### config.mk
export PLATFORM = sky130hd
export DESIGN_NAME = cdpga_hd_uart
export DESIGN_NICKNAME = d
export VERILOG_FILES = /design/src/rtl/cdpga_hd_uart.sv
export SDC_FILE = /design/constraint.sdc
export NUM_CORES = 1
export LEC_CHECK = 0
export CELL_PAD_IN_SITES_DETAIL_PLACEMENT = 2
export CELL_PAD_IN_SITES_GLOBAL_PLACEMENT = 2
export CORE_MARGIN = 1.5
export CORE_UTILIZATION = 49
export DETAILED_ROUTE_END_ITERATION = 10
export GPL_TIMING_DRIVEN = 0
export MAX_ROUTING_LAYER = met4
export PLACE_DENSITY_LB_ADDON = 0.3
export SLEW_MARGIN = 5
export SYNTH_ARGS = -nofsm -noshare
export SYNTH_HDL_FRONTEND = slang
export SYNTH_SLANG_ARGS = --single-unit
export TNS_END_PERCENT = 1
### constraint.sdc
create_clock -name clk_i -period 5.1 [get_ports clk_i]
set_clock_uncertainty 0.1 [all_clocks]
set_input_delay 0.51 -clock clk_i [delete_from_list [all_inputs] [get_ports clk_i]]
set_output_delay 0.51 -clock clk_i [all_outputs]
set_load 0.03 [all_outputs]
### src/rtl/cdpga_hd_uart.sv
`default_nettype none
// ============================================================================
// Module   : cdpga_hd_uart
// Brief    : Half-duplex UART/RS485 line controller: framed RX with start-bit
//            validation, carrier-sensed TX FIFO with tx_en guard times.
//            Define CDPGA_HD_UART_PARITY_EN to add one even-parity bit.
// Revision : 1.0 - initial release
// ============================================================================
module cdpga_hd_uart #(
    parameter int DIV        = 139,
    parameter int DATA_BITS  = 8,
    parameter int FIFO_DEPTH = 16,
    parameter int IDLE_BITS  = 10,
    parameter int TX_PRE     = 1,
    parameter int TX_POST    = 1
) (
    input  logic                 clk_i,
    input  logic                 rst_n_i,
    input  logic                 rx,
    output logic                 tx,
    output logic                 tx_en,
    input  logic [DATA_BITS-1:0] tx_data,
    input  logic                 tx_valid,
    output logic                 tx_ready,
    output logic [DATA_BITS-1:0] rx_data,
    output logic                 rx_valid,
    output logic                 rx_err,
    output logic                 bus_idle
);

`ifdef CDPGA_HD_UART_PARITY_EN
    localparam int c_PAR_BITS = 1;
`else
    localparam int c_PAR_BITS = 0;
`endif
    // Bits carried between the start and stop bits
    localparam int c_FRAME_BITS = DATA_BITS + c_PAR_BITS;
    localparam int c_CW         = $clog2(DIV);
    localparam int c_AW         = $clog2(FIFO_DEPTH);
    localparam int c_IDLE_MAX   = IDLE_BITS * DIV;
    localparam int c_IW         = $clog2(c_IDLE_MAX + 1);
    localparam int c_BMAX0      = (c_FRAME_BITS > TX_PRE) ? c_FRAME_BITS : TX_PRE;
    localparam int c_BMAX       = (c_BMAX0 > TX_POST) ? c_BMAX0 : TX_POST;
    localparam int c_BW         = $clog2(c_BMAX + 1);

    localparam logic [c_CW-1:0] c_DIV_M1   = c_CW'(DIV - 1);
    localparam logic [c_CW-1:0] c_HALF     = c_CW'(DIV / 2);
    localparam logic [c_IW-1:0] c_IDLE_TOP = c_IW'(c_IDLE_MAX);
    localparam logic [c_BW-1:0] c_LAST_BIT = c_BW'(c_FRAME_BITS - 1);

    // ---------------- input synchroniser and idle detector ----------------
    logic            r_rx_meta, r_rxs, r_rxs_d;
    logic [c_IW-1:0] r_idle_cnt;
    logic [c_IW-1:0] w_idle_next;
    logic            r_bus_idle;
    logic            w_rx_fall;

    always_ff @(posedge clk_i or negedge rst_n_i) begin
        if (!rst_n_i) begin
            r_rx_meta <= 1'b1;
            r_rxs     <= 1'b1;
            r_rxs_d   <= 1'b1;
        end else begin
            r_rx_meta <= rx;
            r_rxs     <= r_rx_meta;
            r_rxs_d   <= r_rxs;
        end
    end

    assign w_rx_fall   = r_rxs_d & ~r_rxs;
    assign w_idle_next = !r_rxs ? '0 :
                         (r_idle_cnt == c_IDLE_TOP) ? r_idle_cnt : r_idle_cnt + 1'b1;

    always_ff @(posedge clk_i or negedge rst_n_i) begin
        if (!rst_n_i) begin
            r_idle_cnt <= '0;
            r_bus_idle <= 1'b0;
        end else begin
            r_idle_cnt <= w_idle_next;
            r_bus_idle <= (w_idle_next == c_IDLE_TOP);
        end
    end

    assign bus_idle = r_bus_idle;

    // ---------------- receiver ----------------
    typedef enum logic [1:0] {S_RX_IDLE, S_RX_START, S_RX_DATA, S_RX_STOP} rx_state_t;
    rx_state_t               r_rx_state, w_rx_state_next;
    logic [c_CW-1:0]         r_rx_cnt;
    logic [c_BW-1:0]         r_rx_bits;
    logic [c_FRAME_BITS-1:0] r_rx_shift;
    logic [DATA_BITS-1:0]    r_rx_data;
    logic                    r_rx_valid, r_rx_err;
    logic                    w_rx_done, w_rx_par_ok;

`ifdef CDPGA_HD_UART_PARITY_EN
    assign w_rx_par_ok = ~^r_rx_shift;
`else
    assign w_rx_par_ok = 1'b1;
`endif

    always_ff @(posedge clk_i or negedge rst_n_i) begin
        if (!rst_n_i) r_rx_state <= S_RX_IDLE;
        else          r_rx_state <= w_rx_state_next;
    end

    always_comb begin
        w_rx_state_next = r_rx_state;
        w_rx_done       = 1'b0;
        case (r_rx_state)
            S_RX_IDLE:  if (w_rx_fall) w_rx_state_next = S_RX_START;
            // A line that is high again at mid start bit was only a glitch
            S_RX_START: if (r_rx_cnt == '0) w_rx_state_next = r_rxs ? S_RX_IDLE : S_RX_DATA;
            S_RX_DATA:  if (r_rx_cnt == '0 && r_rx_bits == c_LAST_BIT) w_rx_state_next = S_RX_STOP;
            S_RX_STOP: begin
                if (r_rx_cnt == '0) begin
                    w_rx_state_next = S_RX_IDLE;
                    w_rx_done       = 1'b1;
                end
            end
            default:    w_rx_state_next = S_RX_IDLE;
        endcase
    end

    always_ff @(posedge clk_i or negedge rst_n_i) begin
        if (!rst_n_i) begin
            r_rx_cnt   <= '0;
            r_rx_bits  <= '0;
            r_rx_shift <= '0;
            r_rx_data  <= '0;
            r_rx_valid <= 1'b0;
            r_rx_err   <= 1'b0;
        end else begin
            r_rx_valid <= 1'b0;
            r_rx_err   <= 1'b0;
            if (r_rx_state == S_RX_IDLE) begin
                r_rx_cnt  <= c_HALF;
                r_rx_bits <= '0;
            end else if (r_rx_cnt == '0) begin
                r_rx_cnt <= c_DIV_M1;
                if (r_rx_state == S_RX_DATA) begin
                    r_rx_shift <= {r_rxs, r_rx_shift[c_FRAME_BITS-1:1]};
                    r_rx_bits  <= r_rx_bits + 1'b1;
                end
            end else begin
                r_rx_cnt <= r_rx_cnt - 1'b1;
            end
            if (w_rx_done) begin
                if (r_rxs && w_rx_par_ok) begin
                    r_rx_data  <= r_rx_shift[DATA_BITS-1:0];
                    r_rx_valid <= 1'b1;
                end else begin
                    r_rx_err <= 1'b1;
                end
            end
        end
    end

    assign rx_data  = r_rx_data;
    assign rx_valid = r_rx_valid;
    assign rx_err   = r_rx_err;

    // ---------------- TX FIFO ----------------
    logic [DATA_BITS-1:0] r_mem [FIFO_DEPTH];
    logic [c_AW:0]        r_wr_ptr, r_rd_ptr;
    logic                 w_empty, w_full, w_push, w_pop;
    logic [DATA_BITS-1:0] w_head;

    assign w_empty  = (r_wr_ptr == r_rd_ptr);
    assign w_full   = (r_wr_ptr[c_AW] != r_rd_ptr[c_AW]) &&
                      (r_wr_ptr[c_AW-1:0] == r_rd_ptr[c_AW-1:0]);
    assign w_push   = tx_valid && !w_full;
    assign tx_ready = !w_full;
    assign w_head   = r_mem[r_rd_ptr[c_AW-1:0]];

    always_ff @(posedge clk_i) begin
        if (w_push) r_mem[r_wr_ptr[c_AW-1:0]] <= tx_data;
    end

    always_ff @(posedge clk_i or negedge rst_n_i) begin
        if (!rst_n_i) begin
            r_wr_ptr <= '0;
            r_rd_ptr <= '0;
        end else begin
            if (w_push) r_wr_ptr <= r_wr_ptr + 1'b1;
            if (w_pop)  r_rd_ptr <= r_rd_ptr + 1'b1;
        end
    end

    // ---------------- transmitter ----------------
    typedef enum logic [2:0] {
        S_TX_IDLE, S_TX_PRE, S_TX_START, S_TX_DATA, S_TX_STOP, S_TX_POST
    } tx_state_t;
    tx_state_t               r_tx_state, w_tx_state_next;
    logic [c_CW-1:0]         r_tx_cnt;
    logic [c_BW-1:0]         r_tx_bits;
    logic [c_FRAME_BITS-1:0] r_tx_shift;
    logic [c_FRAME_BITS-1:0] w_tx_frame;
    logic                    w_tx_tick;

`ifdef CDPGA_HD_UART_PARITY_EN
    assign w_tx_frame = {^w_head, w_head};
`else
    assign w_tx_frame = w_head;
`endif

    assign w_tx_tick = (r_tx_cnt == '0);

    always_ff @(posedge clk_i or negedge rst_n_i) begin
        if (!rst_n_i) r_tx_state <= S_TX_IDLE;
        else          r_tx_state <= w_tx_state_next;
    end

    always_comb begin
        w_tx_state_next = r_tx_state;
        case (r_tx_state)
            S_TX_IDLE:
                if (!w_empty && r_bus_idle)
                    w_tx_state_next = (TX_PRE > 0) ? S_TX_PRE : S_TX_START;
            S_TX_PRE:
                if (w_tx_tick && int'(r_tx_bits) == TX_PRE - 1) w_tx_state_next = S_TX_START;
            S_TX_START:
                if (w_tx_tick) w_tx_state_next = S_TX_DATA;
            S_TX_DATA:
                if (w_tx_tick && r_tx_bits == c_LAST_BIT) w_tx_state_next = S_TX_STOP;
            // Queued bytes follow immediately without re-checking the carrier
            S_TX_STOP:
                if (w_tx_tick)
                    w_tx_state_next = !w_empty ? S_TX_START :
                                      (TX_POST > 0) ? S_TX_POST : S_TX_IDLE;
            S_TX_POST:
                if (w_tx_tick && int'(r_tx_bits) == TX_POST - 1) w_tx_state_next = S_TX_IDLE;
            default:
                w_tx_state_next = S_TX_IDLE;
        endcase
        w_pop = (w_tx_state_next == S_TX_START) && (r_tx_state != S_TX_START);
    end

    always_ff @(posedge clk_i or negedge rst_n_i) begin
        if (!rst_n_i) begin
            r_tx_cnt   <= '0;
            r_tx_bits  <= '0;
            r_tx_shift <= '0;
        end else begin
            if (w_tx_state_next != r_tx_state) begin
                r_tx_cnt  <= c_DIV_M1;
                r_tx_bits <= '0;
            end else if (w_tx_tick) begin
                r_tx_cnt  <= c_DIV_M1;
                r_tx_bits <= r_tx_bits + 1'b1;
                if (r_tx_state == S_TX_DATA) r_tx_shift <= r_tx_shift >> 1;
            end else begin
                r_tx_cnt <= r_tx_cnt - 1'b1;
            end
            if (w_pop) r_tx_shift <= w_tx_frame;
        end
    end

    always_comb begin
        tx    = 1'b1;
        tx_en = (r_tx_state != S_TX_IDLE);
        case (r_tx_state)
            S_TX_START: tx = 1'b0;
            S_TX_DATA:  tx = r_tx_shift[0];
            default:    tx = 1'b1;
        endcase
    end

endmodule
`default_nettype wire

==> metrics.log, run 1 <==
INFO  metric post-route-drc-count = 0
INFO  metric criticalPathCategory = flip-flop to flip-flop
INFO  metric sw_frac_of_total = between 20% and 30%
INFO  metric start_kind = flip-flop
INFO  metric seqPwrFrac = 49.4%
INFO  metric synth_sequential_area_ratio = between 60% and 70%
INFO  metric wl_met3 = 722 um
INFO  metric pwr-share-clk = 38.3%
INFO  metric drv.max_cap_violation_count = 0
INFO  metric htree_num_levels = 1
INFO  metric share_comb_of_total_power = 12.3%
INFO  metric final_min_period_over_clock_period = 67.7%
INFO  metric hold_viol = 0
INFO  metric grt_antenna_before_repair = 0
INFO  metric whs_endpoint = r_rxs
INFO  metric starting_utilization_of_the_core_area = 49.9%
INFO  metric switching_power = 1.10 mW
INFO  metric maxClockFrequency = 290 MHz
INFO  metric boundaryPins = 26
INFO  metric hold_buffers = 1
INFO  metric avgRoutedWirePerCell = 24.9 um
INFO  metric ys_warn_count = 0
INFO  metric cts_resized = 0
INFO  metric grtUsageTotal = 25.0%
INFO  metric avgSynthCellArea = 14.8 um^2
INFO  metric yosys-top-cells-area = edfxtp_1, dfrtp_1, mux4_2
INFO  metric die_height = 138 um
INFO  metric coreArea = 18000 um^2
INFO  metric clock_path_buffers = 3
INFO  metric synthTopCellsByCount = edfxtp_1, dfrtp_1, nand2_1, nor2_1, mux4_2
INFO  metric place.gp.congestion = 0.769
INFO  metric worst_ep_arrival_time = approximately 3.5 ns
INFO  metric crit-reg2reg-launch = r_rd_ptr[0]
INFO  metric timing_max_transition_violations_final = 0
INFO  metric dp_hpwl = 14900 um
INFO  metric timing.setup.tns = 0 ns
INFO  metric placement_rows = 49
INFO  metric wirelength_met1 = 9100 um
INFO  metric top_signal_layer_used = met4
INFO  metric post-cts-setup-buffers = 0
INFO  metric fill_cells = 1575
INFO  metric intPower = 3.05 mW
INFO  metric grt_remaining_overflow = 0
INFO  metric static_leakage = between 3 and 4 nW
INFO  metric unrepaired_setup_endpoints_after_global_routing = false
INFO  metric finalPower = slightly above 4 mW
INFO  metric netlist_area = 8970 um^2
INFO  metric synth_top_area_share = 42.9%
INFO  metric longest_individual_stage_delay_on_the_worst_path = 1.00 ns
INFO  metric syn-instance-count = 605
INFO  metric route.detailed.vias_per_inst = 5.90
INFO  metric wl = roughly 22000 um
INFO  metric synth_largest_area_cell = edfxtp_1
INFO  metric worst_ir_drop_vdd = 0.384 mV
INFO  metric period_minus_slack = 3.45 ns
INFO  metric nets = roughly 680
INFO  metric drt_pre_antenna_iters = 4
INFO  metric hold_class = flip-flop to flip-flop
INFO  metric worstReg2RegEnd = r_mem[0][6]
INFO  metric buffer_ports.inserted = 25
INFO  metric met2_wirelength = between 10000 and 15000 um
INFO  metric timing.critical_path.slowest_stage_cell = nor3_1
INFO  metric postSynth.topFlopCell = edfxtp_1
INFO  metric tritoncts.num_buffers = 23
INFO  metric power_per_cell_area = 404 nW/um^2
INFO  metric drive_above_1_share = 18.9%
INFO  metric asyncSetResetFlopFracSynth = between 30% and 40%
INFO  metric cts.root.buffer_cell = clkbuf_16
INFO  metric cp_data_required_time = 5.12 ns
INFO  metric min_delay_path_depth = 0
INFO  metric die-area = 19100 um^2
INFO  metric worst_r2r_path_depth = 8
INFO  metric synth_enable_flop_cells = between 100 and 150
INFO  metric antenna_violating_nets_post_route = 0
INFO  metric cts_tree = done
INFO  metric flow.area_growth_from_synthesis = 14.7%
INFO  metric grt_max_degree = 53
INFO  metric yosys.cell_count.top_type = edfxtp_1
INFO  metric tightest_slew = 1.24 ns
INFO  metric final-setup-viol-count = 0
INFO  metric r2r_setup_slack = about 1.6 ns
INFO  metric crit_path_cell_trace = buf_6, xor2_1, nor4_4, or2b_1, and2_1, clkbuf_1, nand2_1, nor3_1
INFO  metric timing.critical_path.to_type = flip-flop
INFO  metric cts.clk_slew.worst_paths = 0.06 ns
INFO  metric initialDrtViolationCount = between 200 and 300
INFO  metric die_w = 138 um
INFO  metric outcome = completed
INFO  metric cp_max_fo = 9
INFO  metric grt_pass1_wl = 35700 um
INFO  metric worstHoldStart = r_rx_meta
INFO  metric source_to_sink_clock_delay_at_the_later_pin_of_the_worst_skew_pair = 0.51 ns
INFO  metric grt_pass1_vias = 6165
INFO  metric detailroute.via_count = 5323
INFO  metric synthDistinctLibCells = 57
INFO  metric synthesis.nets = 631
INFO  metric slew_headroom = 16.4%
INFO  metric cts_sinks = about 210
INFO  metric antenna_cells = 0
INFO  metric flip_flop_and_latch_count_after_synthesis = 208
==> sequential cells by signal, indices dropped and copies added, names as in the netlist, 3 cells and up, named ones only <==
register / cells
r_tx_bits: 4
r_tx_shift: 8
r_mem: 128
r_tx_state: 3
rx_data: 8
r_rx_cnt: 8
r_rx_shift: 8
r_rx_bits: 4
r_idle_cnt: 11
r_rd_ptr: 5
r_tx_cnt: 8
r_wr_ptr: 5
==> per-stage QoR <==
| stage | instance area (um^2) | hold slack [ns] | worst slack [ns] | util (%) | instances |
|---|---|---|---|---|---|
| final | 10300 | 0.257 | 1.65 | 57.3 | 902 |
| after global placement | 9510 | 0.246 | 0.578 | 52.9 | 859 |
| after detailed placement | 9530 | 0.252 | 1.51 | 53.1 | 860 |
| after CTS | 10300 | 0.260 | 1.47 | 57.2 | 902 |
| after floorplan | 8970 | 0.114 | 2.28 | - | 605 |
| after global routing | 10300 | 0.262 | 1.36 | 57.3 | 902 |
==> power groups by stage <==
| stage | clock network [mW] | logic, mW | registers [mW] |
|---|---|---|---|
| 6_report | 1.59 | 0.511 | 2.05 |
| 5_1_grt | 1.68 | 0.567 | 2.07 |
| 4_1_cts | 1.62 | 0.517 | 2.05 |
| 3_5_place_dp | 0 | 0.499 | 2.08 |
| 3_3_place_gp | 0 | 0.450 | 2.06 |
| 2_1_floorplan | 0 | 0.326 | 2.05 |
==> worst max path at each step <==
| stage | endpoint | depth (start not counted) | start | slack, ns |
|---|---|---|---|---|
| 2_1_floorplan | r_mem[3][0] | 8 | r_wr_ptr[3] | 2.28 |
| 3_3_place_gp | r_idle_cnt[5] | 1 | rst_n_i | 0.58 |
| 3_5_place_dp | r_mem[2][0] | 8 | r_rd_ptr[0] | 1.51 |
| 4_1_cts | r_mem[2][7] | 8 | r_rd_ptr[0] | 1.47 |
| 5_1_grt | r_mem[0][6] | 8 | r_wr_ptr[3] | 1.36 |
| 6_report | r_mem[0][6] | 8 | r_rd_ptr[0] | 1.65 |
==> cells in the final DEF, fill, tap and decap left out, types with 4 or more instances in the layout <==
| cell | instances |
|---|---|
| clkbuf_1 | 16 |
| a21oi_1 | 23 |
| ha_1 | 14 |
| nand2b_1 | 5 |
| mux2_2 | 21 |
| mux4_2 | 32 |
| a22o_1 | 5 |
| and2_1 | 5 |
| nor2_1 | 37 |
| and4_1 | 5 |
| dfrtp_1 | 77 |
| clkbuf_16 | 24 |
| nor2b_1 | 11 |
| xnor2_1 | 13 |
| a211oi_1 | 9 |
| nand2_1 | 45 |
| mux2i_1 | 15 |
| or2_2 | 5 |
| clkbuf_8 | 4 |
| nand4_1 | 8 |
| nor3_1 | 16 |
| edfxtp_1 | 128 |
| buf_2 | 8 |
| xor2_1 | 17 |
| nand3_1 | 7 |
| inv_1 | 18 |
| clkdlybuf4s50_1 | 24 |
| o22ai_1 | 4 |
| o21ai_0 | 14 |
| clkinv_2 | 6 |
==> per-layer routing <==
metal  GRT usage (%)  up-vias
met5               -        -
met4            6.43        0
met3            3.15       43
met2            45.0      100
met1            29.8     2802
li1                -     2378
==> final cells by class <==
type / count / area, um^2 / share of cell area (%)
Buffer: 29 / 145 / 1.41
Clock buffer: 29 / 659 / 6.41
Clock inverter: 12 / 73.8 / 0.718
Inverter: 18 / 67.6 / 0.657
Multi-Input combinational cell: 350 / 2920 / 28.4
Sequential cell: 208 / 5850 / 56.9
Tap cell: 229 / 287 / 2.79
Timing Repair Buffer: 27 / 285 / 2.77
==> critical path, delay by kind of cell, from the launching register on <==
family | cells | cell delay [ns]
buffers and inverters | 2 | 0.53
and+or+nand+nor | 5 | 1.73
xor gates and xnor gates | 1 | 0.30
DFF | 1 | 0.38
==> cells by family (layout without fill, tap and decap cells) <==
family | Yosys count | after routing | share of synthesized area, %
AOI/OAI and AO/OA | 69 | 69 | 4.78
buffers and inverters | 47 | 115 | 2.37
and+or+nand+nor | 167 | 167 | 10.1
adders and majority gates | 14 | 14 | 1.95
xor gates and xnor gates | 31 | 31 | 3.11
muxes | 69 | 69 | 12.5
DFF | 208 | 208 | 65.2
No activity file was read; power rests on OpenSTA's default activity.
==> run 2: changes to the inputs <==
CORE_UTILIZATION = 41   (was 49)
clock period = 3 ns   (was 5.1 ns; I/O delays follow)
==> run 2 against run 1 <==
  * Combinational power up 100%
  * Critical path depth shrank 1
  * Register-to-register slack worse by 1.5 ns
  * Critical endpoint is now r_tx_shift[4]
  * Largest cell class unchanged
==> metrics.log, run 2 (synthesis gave the netlist of run 1 again) <==
INFO  metric antenna_cells = 0
INFO  metric timing_max_transition_violations_final = 0
INFO  metric drive_above_1_share = 21.0%
INFO  metric hold_viol = 0
INFO  metric grt_pass1_wl = ~34000 um
INFO  metric criticalPathCategory = flip-flop to flip-flop
INFO  metric start_kind = flip-flop
INFO  metric final-setup-viol-count = 0
INFO  metric post-route-drc-count = 0
INFO  metric timing.critical_path.to_type = flip-flop
INFO  metric grt_max_degree = 68
INFO  metric place.gp.congestion = 0.798
INFO  metric outcome = completed
INFO  metric boundaryPins = 26
INFO  metric final_min_period_over_clock_period = 94.4%
INFO  metric fill_cells = 1947
INFO  metric drt_pre_antenna_iters = 4
INFO  metric period_minus_slack = 2.83 ns
INFO  metric slew_headroom = 44.9%
INFO  metric cts.clk_slew.worst_paths = around 0.060 ns
INFO  metric buffer_ports.inserted = 25
INFO  metric hold_class = input pin to asynchronous set/reset pin
INFO  metric wl = 22400 um
INFO  metric flow.area_growth_from_synthesis = 18.2%
INFO  metric antenna_violating_nets_post_route = 0
INFO  metric htree_num_levels = 1
INFO  metric cts_sinks = 208
INFO  metric cts.root.buffer_cell = clkbuf_16
INFO  metric clock_path_buffers = 3
INFO  metric maxClockFrequency = around 350 MHz
INFO  metric power_per_cell_area = approximately 690 nW/um^2
INFO  metric largest_reg_flops = 128
INFO  metric cp_max_fo = 10
INFO  metric tightest_slew = 0.827 ns
INFO  metric dp_worst_setup_slack = -0.581 ns
INFO  metric cp_data_required_time = between 3 and 4 ns
INFO  metric starting_utilization_of_the_core_area = 42.3%
INFO  metric avgRoutedWirePerCell = 23.4 um
INFO  metric placement_rows = 53
INFO  metric source_to_sink_clock_delay_at_the_later_pin_of_the_worst_skew_pair = 0.54 ns
INFO  metric worst_ep_arrival_time = 3.11 ns
INFO  metric post-route-worst-setup-slack = 0.168 ns
INFO  metric initialDrtViolationCount = 264
INFO  metric nets = 689
INFO  metric post_layout_nonfiller_instances = 955
INFO  metric die_height = 151 um
INFO  metric grt_remaining_overflow = 0
INFO  metric grt_pass1_vias = 5853
INFO  metric dp_hpwl = 14100 um
INFO  metric static_leakage = 3.85 nW
INFO  metric route.detailed.vias_per_inst = 5.54
INFO  metric detailroute.via_count = about 5300
INFO  metric grt_antenna_before_repair = 0
INFO  metric grtUsageTotal = 20.4%
INFO  metric die-area = between 20000 and 25000 um^2
INFO  metric cts_tree = done
INFO  metric numPlacedInstances = 906
INFO  metric coreArea = approximately 21000 um^2
INFO  metric drv.max_cap_violation_count = 0
INFO  metric mostFrequentLayoutCells = edfxtp_1, dfrtp_1, nand2_1, mux4_2, nor2_1
INFO  metric tritoncts.num_buffers = 23
INFO  metric worst_ir_drop_vdd = 0.546 mV
INFO  metric die_w = ~150 um
INFO  metric final_common_cell = edfxtp_1
==> run 2: layout make-up <==
| type | instances | area, um^2 | area share (%) |
|---|---|---|---|
| sequential | 208 | 5850 | 55.2 |
| timing repair buffer | 34 | 424 | 4.00 |
| multi-input combinational | 350 | 3050 | 28.8 |
| inverter | 18 | 71.3 | 0.673 |
| buffer | 28 | 141 | 1.33 |
| clock inverter | 11 | 115 | 1.09 |
| clock buffer | 31 | 606 | 5.71 |
| tap | 275 | 344 | 3.25 |
==> run 2: layer usage <==
metal  routed length, um  global-route usage [%]
met4                 592                    6.55
met3                 609                    2.65
met5                   0                       -
met2               11800                    35.3
met1                9360                    24.8
==> run 2: power by group <==
part | internal (mW) | switching (mW) | total (mW) | leakage [nW]
clock network | 1.60 | 1.16 | 2.76 | 0.353
registers | 3.33 | 0.148 | 3.48 | 2.20
logic | 0.358 | 0.673 | 1.03 | 1.29
==> run 2: timing repair <==
action                     4_1_cts  5_1_grt
pin swaps                        0        6
hold endpoints to repair        77        0
gates resized for setup         10       27
hold buffers                     1        0
setup endpoints to repair      121      131
buffers inserted                 0        7
cloned                           0        0
==> run 2: worst paths after layout <==
check	from	end	slack, ns	cells past startpoint
setup / recovery	r_rd_ptr[2]	r_tx_shift[4]	0.17	7
min in group clk_i	rx	r_rx_meta	0.12	1
max in group asynchronous	rst_n_i	r_rx_meta	2.06	3
setup reg to reg	r_rd_ptr[2]	r_tx_shift[4]	0.17	7
hold / removal	rst_n_i	r_tx_cnt[5]	0.09	2
hold reg to reg	r_rx_meta	r_rxs	0.26	0
==> run 2: per-stage QoR <==
stage | instance area, um^2 | utilization (%) | total power, mW | hold WS, ns | setup TNS [ns]
floorplan | 8970 | - | 4.03 | -0.0956 | 0
global placement | 9560 | 45.1 | 4.27 | 0.266 | -116.00
detailed placement | 9590 | 45.2 | 4.37 | 0.0744 | -26.40
CTS | 10400 | 48.8 | 7.16 | 0.0733 | -12.16
global route | 10600 | 50.0 | 7.55 | 0.0872 | -0.0324
finish | 10600 | 50.0 | 7.27 | 0.0942 | 0
==> run 2: critical path: stages (launching register included) <==
cell and delay (ns):
dfrtp_1 0.32, buf_2 0.29, buf_1 0.58, clkbuf_1 0.64, mux2i_1 0.37, a21oi_1 0.18, nand2_1 0.12, o21ai_0 0.09
==> run 3: changes to the inputs <==
PLACE_DENSITY = 0.78   (was unset)
PLACE_DENSITY_LB_ADDON = unset   (was 0.3)
==> run 3 against run 2 <==
  * Via count decreased by 0.95%
  * Non-clock buffer count did not move
  * Critical path depth grew 2
  * Wire length down 3.6%
==> metrics.log, run 3 (synthesis gave the netlist of run 1 again) <==
INFO  metric slew_headroom = 44.9%
INFO  metric detailroute.via_count = 5236
INFO  metric place.gp.congestion = 0.802
INFO  metric grt_pass1_vias = 5942
INFO  metric tritoncts.num_buffers = 23
INFO  metric cts_tree = done
INFO  metric post_layout_nonfiller_instances = 950
INFO  metric worst_r2r_path_depth = 9
INFO  metric timing.setup.tns = 0 ns
INFO  metric r2r_setup_slack = between 0.1 and 0.15 ns
INFO  metric criticalPathCategory = flip-flop to flip-flop
INFO  metric grt_pass1_wl = 33500 um
INFO  metric numPlacedInstances = 906
INFO  metric largest_reg_flops = 128
INFO  metric worstHoldStart = rx
INFO  metric source_to_sink_clock_delay_at_the_later_pin_of_the_worst_skew_pair = roughly 0.51 ns
INFO  metric post-route-worst-setup-slack = approximately 0.14 ns
INFO  metric antenna_violating_nets_post_route = 0
INFO  metric timing_max_transition_violations_final = 0
INFO  metric unrepaired_setup_endpoints_after_global_routing = true
INFO  metric worst_ir_drop_vdd = between 0.5 and 0.6 mV
INFO  metric cts.clk_slew.worst_paths = 0.06 ns
INFO  metric finalPower = 7.04 mW
INFO  metric outcome = completed
INFO  metric dp_worst_setup_slack = -0.514 ns
INFO  metric final_common_cell = edfxtp_1
INFO  metric start_kind = flip-flop
INFO  metric placement_rows = 53
INFO  metric grt_remaining_overflow = 0
INFO  metric fill_cells = 1965
INFO  metric cp_max_fo = 10
INFO  metric antenna_cells = 0
INFO  metric worstReg2RegEnd = r_mem[0][7]
INFO  metric whs_endpoint = r_rx_meta
INFO  metric final_min_period_over_clock_period = between 90 and 100%
INFO  metric mostFrequentLayoutCells = edfxtp_1, dfrtp_1, nand2_1, mux4_2, nor2_1
INFO  metric tightest_slew = a little over 0.8 ns
INFO  metric crit-reg2reg-launch = r_wr_ptr[3]
INFO  metric period_minus_slack = 2.86 ns
INFO  metric boundaryPins = 26
INFO  metric finalHoldWorstSlack = around 0.11 ns
INFO  metric die_w = about 150 um
INFO  metric clock_path_buffers = 3
INFO  metric hold_viol = 0
INFO  metric htree_num_levels = 1
INFO  metric static_leakage = between 3 and 4 nW
INFO  metric die-area = 22800 um^2
INFO  metric cp_data_required_time = 3.17 ns
INFO  metric timing.critical_path.to_type = flip-flop
INFO  metric route.detailed.vias_per_inst = 5.51
INFO  metric worst_ep_arrival_time = 3.03 ns
INFO  metric drive_above_1_share = 20.1%
INFO  metric drv.max_cap_violation_count = 0
INFO  metric hold_class = input pin to flip-flop
INFO  metric post-route-drc-count = 0
INFO  metric grtUsageTotal = between 20% and 30%
INFO  metric avgRoutedWirePerCell = 22.7 um
INFO  metric drt_pre_antenna_iters = 4
INFO  metric maxClockFrequency = ~350 MHz
INFO  metric cts.root.buffer_cell = clkbuf_16
INFO  metric buffer_ports.inserted = 25
INFO  metric grt_max_degree = 63
INFO  metric flow.area_growth_from_synthesis = 17.1%
INFO  metric die_height = 151 um
INFO  metric final-setup-viol-count = 0
INFO  metric wl = roughly 22000 um
INFO  metric cts_sinks = 208
INFO  metric nets = 689
INFO  metric grt_antenna_before_repair = 0
INFO  metric power_per_cell_area = ~670 nW/um^2
INFO  metric initialDrtViolationCount = 282
INFO  metric starting_utilization_of_the_core_area = 42.3%
INFO  metric dp_hpwl = 14500 um
INFO  metric coreArea = 21200 um^2
INFO  metric min_delay_path_depth = 1
[run 3: cell types whose count changed in the layout (fill, tap and decap cells not counted), sizes merged]
| cell | change |
|---|---|
| clkinv | -4 |
| inv | +1 |
| buf | -1 |
| bufinv | -2 |
| clkbuf | +2 |
| clkinvlp | -1 |
[run 3: worst max-delay path by stage]
| stage | start | cells after the start | to | slack, ns |
|---|---|---|---|---|
| 2_1_floorplan | r_wr_ptr[3] | 8 | r_mem[3][0] | 0.18 |
| 3_3_place_gp | rst_n_i | 1 | r_idle_cnt[4] | -1.34 |
| 3_5_place_dp | r_rd_ptr[2] | 8 | r_mem[0][5] | -0.51 |
| 4_1_cts | r_rd_ptr[2] | 8 | r_mem[8][3] | -0.19 |
| 5_1_grt | r_wr_ptr[3] | 9 | r_mem[0][7] | -0.11 |
| 6_report | r_wr_ptr[3] | 9 | r_mem[0][7] | 0.14 |
[run 3: layer usage]
layer	vias to the layer above	share of wire, %	GRT usage (%)
met5	-	0	-
met1	2740	41	24.1
met2	92	54	35.6
met3	32	3.4	2.53
met4	0	2.0	6.12
li1	2372	-	-
[run 3: report_power, final]
group / leakage [nW] / switching, mW / internal, mW
registers: 2.20 / 0.142 / 3.33
logic: 1.28 / 0.647 / 0.337
clock network: 0.337 / 1.07 / 1.51
[run 3: cell type report]
type	count	area, um^2	area share [%]
Multi-Input combinational cell	350	3040	28.9
Sequential cell	208	5850	55.7
Tap cell	275	344	3.28
Timing Repair Buffer	33	379	3.61
Buffer	29	145	1.38
Clock buffer	32	659	6.28
Inverter	18	67.6	0.643
Clock inverter	5	25.0	0.238
[run 3: critical path: stages (launching register included)]
cell and delay (ns):
dfrtp_1 0.36, buf_2 0.23, xor2_1 0.22, nor4_4 0.38, or2b_1 0.29, and2_1 0.16, clkbuf_1 0.19, nand2_1 0.40
nor3_4 0.09, buf_4 0.20
[run 3: repair_timing]
item	4_1_cts	5_1_grt
hold buffers	1	0
hold endpoints to repair	77	0
resized for setup	7	24
cloned	0	0
buffers inserted	0	6
pin swaps	0	5
setup endpoints to repair	120	120
[run 3: per-stage QoR]
step / cell area, um^2 / util [%]
final: 10500 / 49.5
after global routing: 10500 / 49.5
after CTS: 10300 / 48.6
after detailed placement: 9590 / 45.2
after global placement: 9560 / 45.1
after floorplan: 8970 / -
